$ cat src/rtl/xc_sha3_pkg.sv
// Shared definitions for the xc_sha3 lane-walk sequencer and index stage.
// Step selectors, walk FSM states and grid geometry.
package xc_sha3_pkg;

    localparam int unsigned LANES = 25;
    localparam int unsigned GRID  = 5;

    typedef enum logic [1:0] {
        ModeThetaC = 2'd0,
        ModeThetaD = 2'd1,
        ModeRhoPi  = 2'd2,
        ModeChi    = 2'd3
    } mode_e;

    typedef enum logic [1:0] {
        StIdle = 2'd0,
        StRun  = 2'd1,
        StDone = 2'd2
    } state_e;

    // Modes that emit two function selects per lane.
    function automatic logic is_two_beat(mode_e m);
        return (m == ModeThetaD) || (m == ModeChi);
    endfunction

endpackage

$ cat src/rtl/xc_sha3_walk_cnt.sv
// x/y/phase counter for the lane walk: phase is innermost, then x, then y.
// Also flags when the counters sit on the final tuple of the selected mode.
module xc_sha3_walk_cnt
    import xc_sha3_pkg::*;
(
    input  logic       clock,
    input  logic       resetn,
    input  logic       clear,
    input  logic       enable,
    input  logic       two_beat,
    input  mode_e      mode,
    output logic [2:0] x,
    output logic [2:0] y,
    output logic       phase,
    output logic       last
);

    localparam logic [2:0] CoordMax = 3'(GRID - 1);

    always_ff @(posedge clock or negedge resetn) begin
        if (!resetn) begin
            x     <= 3'd0;
            y     <= 3'd0;
            phase <= 1'b0;
        end else if (clear) begin
            x     <= 3'd0;
            y     <= 3'd0;
            phase <= 1'b0;
        end else if (enable) begin
            if (two_beat && !phase) begin
                phase <= 1'b1;
            end else begin
                phase <= 1'b0;
                if (x == CoordMax) begin
                    x <= 3'd0;
                    y <= (y == CoordMax) ? 3'd0 : y + 3'd1;
                end else begin
                    x <= x + 3'd1;
                end
            end
        end
    end

    always_comb begin
        last = 1'b0;
        unique case (mode)
            ModeThetaC, ModeRhoPi: last = (x == CoordMax) && (y == CoordMax);
            ModeThetaD:            last = (x == CoordMax) && phase;
            ModeChi:               last = (x == CoordMax) && (y == CoordMax) && phase;
            default:               last = 1'b0;
        endcase
    end

endmodule

$ cat src/rtl/xc_sha3_walk.sv
// Keccak lane-walk sequencer: emits (x, y, function-select, shamt) beats on a
// valid/ready stream for the combinational xc_sha3 index stage.
module xc_sha3_walk
    import xc_sha3_pkg::*;
#(
    parameter logic [1:0] SHAMT = 2'd3
) (
    input  logic        clock,
    input  logic        resetn,
    input  logic        start,
    input  logic [1:0]  mode,
    input  logic        abort,
    output logic        out_valid,
    input  logic        out_ready,
    output logic [31:0] rs1,
    output logic [31:0] rs2,
    output logic [1:0]  shamt,
    output logic        f_xy,
    output logic        f_x1,
    output logic        f_x2,
    output logic        f_x4,
    output logic        f_yx,
    output logic        last,
    output logic        busy,
    output logic        done
);

    state_e     state_q, state_d;
    mode_e      mode_q;
    logic       load, accept, run;
    logic [2:0] cnt_x, cnt_y;
    logic       cnt_phase, cnt_last;

    assign run    = (state_q == StRun);
    assign load   = (state_q == StIdle) && start && !abort;
    assign accept = run && out_ready && !abort;

    always_ff @(posedge clock or negedge resetn) begin
        if (!resetn) begin
            state_q <= StIdle;
            mode_q  <= ModeThetaC;
        end else begin
            state_q <= state_d;
            if (load) begin
                mode_q <= mode_e'(mode);
            end
        end
    end

    always_comb begin
        state_d = state_q;
        if (abort) begin
            state_d = StIdle;
        end else begin
            unique case (state_q)
                StIdle:  if (start) state_d = StRun;
                StRun:   if (out_ready && cnt_last) state_d = StDone;
                StDone:  state_d = StIdle;
                default: state_d = StIdle;
            endcase
        end
    end

    xc_sha3_walk_cnt u_cnt (
        .clock    (clock),
        .resetn   (resetn),
        .clear    (load),
        .enable   (accept),
        .two_beat (is_two_beat(mode_q)),
        .mode     (mode_q),
        .x        (cnt_x),
        .y        (cnt_y),
        .phase    (cnt_phase),
        .last     (cnt_last)
    );

    // Outputs decode only registered state, so out_ready/start never reach them.
    always_comb begin
        out_valid = run;
        busy      = run || (state_q == StDone);
        done      = (state_q == StDone);
        rs1       = 32'd0;
        rs2       = 32'd0;
        shamt     = 2'd0;
        f_xy      = 1'b0;
        f_x1      = 1'b0;
        f_x2      = 1'b0;
        f_x4      = 1'b0;
        f_yx      = 1'b0;
        last      = 1'b0;
        if (run) begin
            rs1   = {29'd0, cnt_x};
            rs2   = {29'd0, cnt_y};
            shamt = SHAMT;
            last  = cnt_last;
            unique case (mode_q)
                ModeThetaC: f_xy = 1'b1;
                ModeThetaD: begin
                    f_x4 = !cnt_phase;
                    f_x1 = cnt_phase;
                end
                ModeRhoPi:  f_yx = 1'b1;
                ModeChi: begin
                    f_x1 = !cnt_phase;
                    f_x2 = cnt_phase;
                end
                default: ;
            endcase
        end
    end

endmodule

$ cat config.mk
export PLATFORM = sky130hd
export DESIGN_NAME = xc_sha3_walk
export DESIGN_NICKNAME = d
export VERILOG_FILES = /design/src/rtl/xc_sha3_pkg.sv /design/src/rtl/xc_sha3_walk_cnt.sv /design/src/rtl/xc_sha3_walk.sv
export SDC_FILE = /design/constraint.sdc
export NUM_CORES = 1
export LEC_CHECK = 0
export CAP_MARGIN = 20
export CELL_PAD_IN_SITES_DETAIL_PLACEMENT = 1
export CELL_PAD_IN_SITES_GLOBAL_PLACEMENT = 2
export CORE_MARGIN = 2
export CORE_UTILIZATION = 19
export CTS_CLUSTER_DIAMETER = 30
export DETAILED_ROUTE_END_ITERATION = 12
export PLACE_DENSITY_LB_ADDON = 0.1
export RECOVER_POWER = 50
export SLEW_MARGIN = 20
export SYNTH_ARGS = -nofsm -noshare
export SYNTH_HDL_FRONTEND = slang
export SYNTH_SLANG_ARGS = --single-unit
$ cat constraint.sdc
create_clock -name clock -period 2 [get_ports clock]
set_clock_uncertainty 0.05 [all_clocks]
set_input_delay 0.2 -clock clock [delete_from_list [all_inputs] [get_ports clock]]
set_output_delay 0.2 -clock clock [all_outputs]
set_load 0.05 [all_outputs]
==> metrics.cfg <==
[synth]
synth_warnings=0
synth_edf_count=0
summed_instance_area_of_the_synthesized_netlist_sq_um=1230
netlist_top_cells_area=buf_4, dfrtp_1, ha_1, nor2_1, mux2_1
synthDominantCellAreaShare_pct=36.5
seq_area_frac_synth_pct=22.3
ys_dominant_reg_cell=dfrtp_1
synth_top_cell_by_area=buf_4
postSynthRegisterBits=11
post_synth.cell_area_avg_sq_um=8.68
synth_async_sr_flop_share_pct=100
synth_unique_cells=29
synthCells=142

[placement]
finalWeightedCongestion=0.696
buffer_ports.inserted=23
post_placement_cell_count=242
hpwl_mm=2.25

[floorplan]
dieWidth_um=84.5
initial_util_pct=19.5
placeableCoreArea_sq_um=6310
number_of_placed_i_o_pins=82
fp.dieH_um=84.5
fp-row-count=29
die_area_sq_um=7150

[sta]
final-hold-violation-count=0
finalSetupViolations=0
final.period_utilization_pct=94.0
timing.final.crit_period_ns=1.88
maxSlewHeadroom_pct=60.1
max_freq_ghz=0.532
max_slew.worst_pin.slew_ns=0.597
finalSetupTns_ns=0
rsz0062_at_grt=no
final-max-slew-violation-count=0

[routing]
via_count=827
post_drt_via_cell_ratio=3.33
postRouteAntennaNets=0
remaining_drc_errors=0
drt-total-wl_mm=2.69
drtIter0Drc=23
wl_per_instance_um=10.8
drtPass1Iterations=3

[grt]
grt_remaining_overflow=0
largest_net_degree_at_the_start_of_global_routing=12
grt_usage_pct=7.52
number_of_antenna_violations_at_the_first_check_in_global_routing=0
grt_pass1_wl_mm=4.23
number_of_global_route_vias_before_repair=815

[status]
run_status=finished, final reports clean

[cts]
ctsRootBufferMaster=clkbuf_8
ctsLongestPathBuffers=2
tritoncts.num_buffers=3
clock_latency_ns=0.23
cts.clk_slew.worst_paths_ns=0.05
cts.htree.levels=1
cts.sink_count=11
tritoncts=done

[cells_and_area]
layout-area-overhead-vs-synth_pct=24.5
filler_instances=749
final-instance-count-excl-fill=248
antenna-diode-count=0
layout_cell_share_with_drive_strength_beyond_1_pct=21.6
design.final.nets=186

[setup_path]
critical_path_peak_fanout=4
critical_path.reg2reg.endpoint=u_cnt.y[2]$_DFFE_PN0P_
regToRegSetupSlack_ns=0.20
critPathKind=register to output pin
worst_ep_required_time_ns=1.75
critical-path-slowest-cell=dfrtp_1
critical_path.reg2reg.startpoint=state_q[0]$_DFFE_PN0P_
crit_chain=inv_1, ha_1, nand2_1, a211oi_4, and2_1, buf_12
worst_path_largest_cell_delay_ns=0.40
worstRegToRegCells=6
start_kind=register
worst_setup_path_end_kind=output pin
cp.arrival_ns=1.63

[pwr]
total_power_divided_by_cell_area_nw_per_um2=657
p_leak_nw=0.722
peakVddDrop_mv=0.180

[hold_path]
hold_class=primary input to asynchronous set/reset pin

[run]
max_cap_viol_count=0

[sequential cells by signal, summed over array words and instances, names as in the netlist]
register	flops
u_cnt.x	3
u_cnt.y	3
mode_q	2
state_q	2
u_cnt.phase	1
[cells in the mapped netlist (3+ instances only)]
cell       n
and2_1     3
nand2_1    5
nand2b_1   3
buf_4     60
ha_1       7
mux2_1     3
nor3_1     4
dfrtp_1   11
a21oi_1    4
inv_1      8
mux2i_1    3
nor2_1    12
o21ai_0    3
[logic make-up (layout without fill, tap and decap cells)]
group / Yosys count / in the layout / share of synthesized area (%)
AOI/OAI and AO/OA: 13 / 13 / 8.73
muxes: 6 / 6 / 5.18
buffers and inverters: 69 / 41 / 39.9
xor gates and xnor gates: 1 / 1 / 0.711
DFF: 11 / 11 / 22.3
other: 1 / 58 / 0.304
adders and majority gates: 7 / 7 / 7.11
and+or+nand+nor: 34 / 34 / 15.7
[cell usage in the layout, fill, tap and decap left out, types with 2 or more instances in the layout]
| master | Yosys | layout |
|---|---|---|
| a21oi_1 | 4 | 4 |
| and2_1 | 3 | 3 |
| buf_12 | 0 | 12 |
| buf_4 | 60 | 5 |
| clkbuf_1 | 0 | 6 |
| clkbuf_8 | 0 | 3 |
| clkdlybuf4s50_1 | 0 | 5 |
| conb_1 | 1 | 58 |
| dfrtp_1 | 11 | 11 |
| ha_1 | 7 | 6 |
| inv_1 | 8 | 6 |
| mux2_1 | 3 | 3 |
| mux2i_1 | 3 | 3 |
| nand2_1 | 5 | 4 |
| nand2b_1 | 3 | 3 |
| nor2_1 | 12 | 8 |
| nor2_2 | 0 | 4 |
| nor3_1 | 4 | 3 |
| nor3_4 | 1 | 2 |
| o21ai_0 | 3 | 3 |
[critical path: cells and delay by family, from the launching register on]
| kind | cells | cell delay [ns] |
|---|---|---|
| and+or+nand+nor | 2 | 0.31 |
| adders and majority gates | 1 | 0.21 |
| buffers and inverters | 2 | 0.24 |
| AOI/OAI and AO/OA | 1 | 0.22 |
| DFF | 1 | 0.40 |
[layout make-up]
| class | count | area [sq um] | share of cell area [%] |
|---|---|---|---|
| timing repair buffer | 29 | 362 | 23.6 |
| sequential | 11 | 275 | 17.9 |
| clock buffer | 4 | 45.0 | 2.94 |
| tap | 77 | 96.3 | 6.28 |
| inverter | 8 | 33.8 | 2.20 |
| multi-input combinational | 119 | 722 | 47.1 |
[power by group]
| group | switching, W | leakage, nW | total (W) | internal, W |
|---|---|---|---|---|
| logic | 0.000414 | 0.552 | 0.000522 | 0.000107 |
| registers | 0.0000213 | 0.147 | 0.000262 | 0.000241 |
| clock network | 0.0000839 | 0.0228 | 0.000224 | 0.000140 |
| total | 0.000520 | 0.722 | 0.00101 | 0.000488 |
[metal layers]
metal	GRT usage, %	vias up	share of wire [%]
met2	13.3	43	50
met5	0	-	0
met3	1.28	2	6.4
met1	9.15	385	43
met4	2.60	0	0.86
li1	-	397	-
[worst max path at each step]
stage                           start                endpoint  slack, ns  cells after the start
3_3_place_gp                out_ready  u_cnt.x[0]$_DFFE_PN0P_       0.23                      5
2_1_floorplan  state_q[1]$_DFFE_PN0P_                    f_x4       0.02                      4
6_report       u_cnt.y[0]$_DFFE_PN0P_                    last       0.12                      6
3_5_place_dp                out_ready  u_cnt.x[0]$_DFFE_PN0P_       0.24                      5
5_1_grt        u_cnt.x[0]$_DFFE_PN0P_                    last      0.009                      6
4_1_cts        state_q[1]$_DFFE_PN0P_                    f_x4       0.01                      5
[through the flow]
stage          total power, W  util (%)  cell area (sq um)  setup slack [ns]  hold slack [ns]
3_5_place_dp         0.000792      23.5               1480             0.243            0.503
3_3_place_gp         0.000791      23.5               1480             0.229            0.493
4_1_cts               0.00103      24.3               1540            0.0116            0.303
5_1_grt               0.00107      24.3               1530           0.00874            0.405
2_1_floorplan        0.000782         -               1480            0.0163           -0.146
6_report              0.00101      24.3               1530             0.120            0.359
[timing repair]
| action | in CTS | in global routing |
|---|---|---|
| setup buffers | 1 | 1 |
| gates cloned | 0 | 0 |
| pin swaps | 1 | 1 |
| gates resized for setup | 0 | 4 |
| hold buffers | 0 | 0 |
| setup endpoints to repair | 1 | 4 |
No activity file was read; power rests on OpenSTA's default activity.
==> RTL edit: new RTL, same flow settings <==
The 3 states of `state_e` get a one-hot encoding in 3 bits.
--- a/src/rtl/xc_sha3_pkg.sv
+++ b/src/rtl/xc_sha3_pkg.sv
@@ -12,10 +12,10 @@
         ModeChi    = 2'd3
     } mode_e;
 
-    typedef enum logic [1:0] {
-        StIdle = 2'd0,
-        StRun  = 2'd1,
-        StDone = 2'd2
+    typedef enum logic [2:0] {
+        StIdle = 3'b001,
+        StRun  = 3'b010,
+        StDone = 3'b100
     } state_e;
 
     // Modes that emit two function selects per lane.
Function: same outputs for any inputs over 10 cycles, from zero or initial values and one cycle with resetn low; not proved beyond that.
==> RTL edit against the unedited design <==
  * Core utilization grew 1.3 points
  * Cell area grew 0.73%
  * Sequential share of layout area grew 1.7 points
  * Synthesized cell count grew 0.70%
  * Non-clock buffer count grew 1
  * Area after synthesis shrank 2.4%
  * Worst setup slack lost 0.040 ns
  * Routed wire length is essentially flat
  * Combinational power shrank 34%
  * Total power shrank 10%
  * Sequential power grew 7%
  * Sequential cell count grew 1
==> RTL edit: results (changes against the unedited design) <==
<table>
<tr><th>Metric</th><th>Value</th></tr>
<tr><th colspan="2">GRT</th></tr>
<tr><td>Total GRT Usage</td><td>7.567% (was 7.516%)</td></tr>
<tr><td>Number of global-route vias before repair</td><td>810 (was 815)</td></tr>
<tr><th colspan="2">Yosys</th></tr>
<tr><td>Most frequent cells after synthesis</td><td>sky130_fd_sc_hd__buf_4 (60), sky130_fd_sc_hd__nor2_1 (18), sky130_fd_sc_hd__dfrtp_1 (11) (was sky130_fd_sc_hd__buf_4 (60), sky130_fd_sc_hd__nor2_1 (12), sky130_fd_sc_hd__dfrtp_1 (11))</td></tr>
<tr><td>Number of distinct standard cells referenced by the synthesized netlist</td><td>26 (was 29)</td></tr>
<tr><th colspan="2">Finish</th></tr>
<tr><td>Registers with the highest flip-flop counts</td><td>state_q: 3 flops, u_cnt.x: 3 flops, u_cnt.y: 3 flops (was u_cnt.x: 3 flops, u_cnt.y: 3 flops)</td></tr>
<tr><td>Area of all sequential standard cells</td><td>302.8 um^2 (was 275.3 um^2)</td></tr>
<tr><td>Share of layout cells above drive strength 1</td><td>22.54% (was 21.64%)</td></tr>
<tr><td>Inverters excl. clock</td><td>7 (was 8)</td></tr>
<tr><td>Repair and plain buffers</td><td>30 (was 29)</td></tr>
<tr><td>Data-path buffer share of cell area in the final layout</td><td>27.21% (was 23.57%)</td></tr>
<tr><td>Filler cell count</td><td>732 (was 749)</td></tr>
<tr><th colspan="2">Power</th></tr>
<tr><td>Switching Power</td><td>418.6 uW (was 519.6 uW)</td></tr>
<tr><td>Power of the sequential group</td><td>280 uW (was 262 uW)</td></tr>
<tr><td>Worst-case vdd ir drop</td><td>0.0002475 V (was 0.0001804 V)</td></tr>
<tr><th colspan="2">Timing</th></tr>
<tr><td>Portion of the clock cycle consumed by the worst path in the final layout</td><td>95.99% (was 93.99%)</td></tr>
<tr><th colspan="2">Setup path</th></tr>
<tr><td>Slowest-stage cell, CP</td><td>sky130_fd_sc_hd__dfstp_2 (was sky130_fd_sc_hd__dfrtp_1)</td></tr>
<tr><td>Slack of the worst reg-to-reg path</td><td>0.08 ns (was 0.20 ns)</td></tr>
<tr><td>Arrival time of data at the critical path endpoint</td><td>2.00 ns (was 1.63 ns)</td></tr>
<tr><td>Maximum fanout along the worst path</td><td>3 (was 4)</td></tr>
<tr><th colspan="2">Run status</th></tr>
<tr><td>Run status</td><td>finished clean (unchanged)</td></tr>
<tr><th colspan="2">Route</th></tr>
<tr><td>Detailed Route WL</td><td>2691 um (was 2690 um)</td></tr>
<tr><td>Vias after detailed routing</td><td>823 (was 827)</td></tr>
<tr><td>Starting DRC count in detailed routing</td><td>14 (was 23)</td></tr>
<tr><th colspan="2">Placed design</th></tr>
<tr><td>Placed cell count</td><td>243 (was 242)</td></tr>
<tr><td>Worst slack at placement</td><td>0.04258 ns (was 0.2432 ns)</td></tr>
<tr><th colspan="2">Die</th></tr>
<tr><td>DIE AREA</td><td>0.006981 mm^2 (was 0.007147 mm^2)</td></tr>
</table>
RTL edit: cell types whose count changed in the layout (fill, tap and decap cells not counted), sizes merged, moves of 2 or more:
cell and delta:
nor2 +6, buf +5, clkbuf -4, ha -3
nor3 -3, a21oi -2, or3b +2
RTL edit: cells by family (layout without fill, tap and decap cells):
kind of cell             Yosys count  after routing  share of synthesized area, %
adder cells (fa/ha/maj)            4              4                         4.162
buffers and inverters             68             41                         39.96
flip-flops                        12             12                         25.08
XOR/XNOR                           1              1                        0.7285
other                              1             58                        0.3119
AND/OR/NAND/NOR                   42             42                         20.08
multiplexers                       7              7                         6.139
AO/OA/AOI/OAI                      8              8                         3.538
RTL edit: per-layer routing:
metal	global-route usage, %	vias to the layer above	routed length, um
met5	0	-	0
met4	0.8798	0	4
met3	2.770	2	241
met2	13.42	53	1361
met1	9.020	372	1085
li1	-	396	-
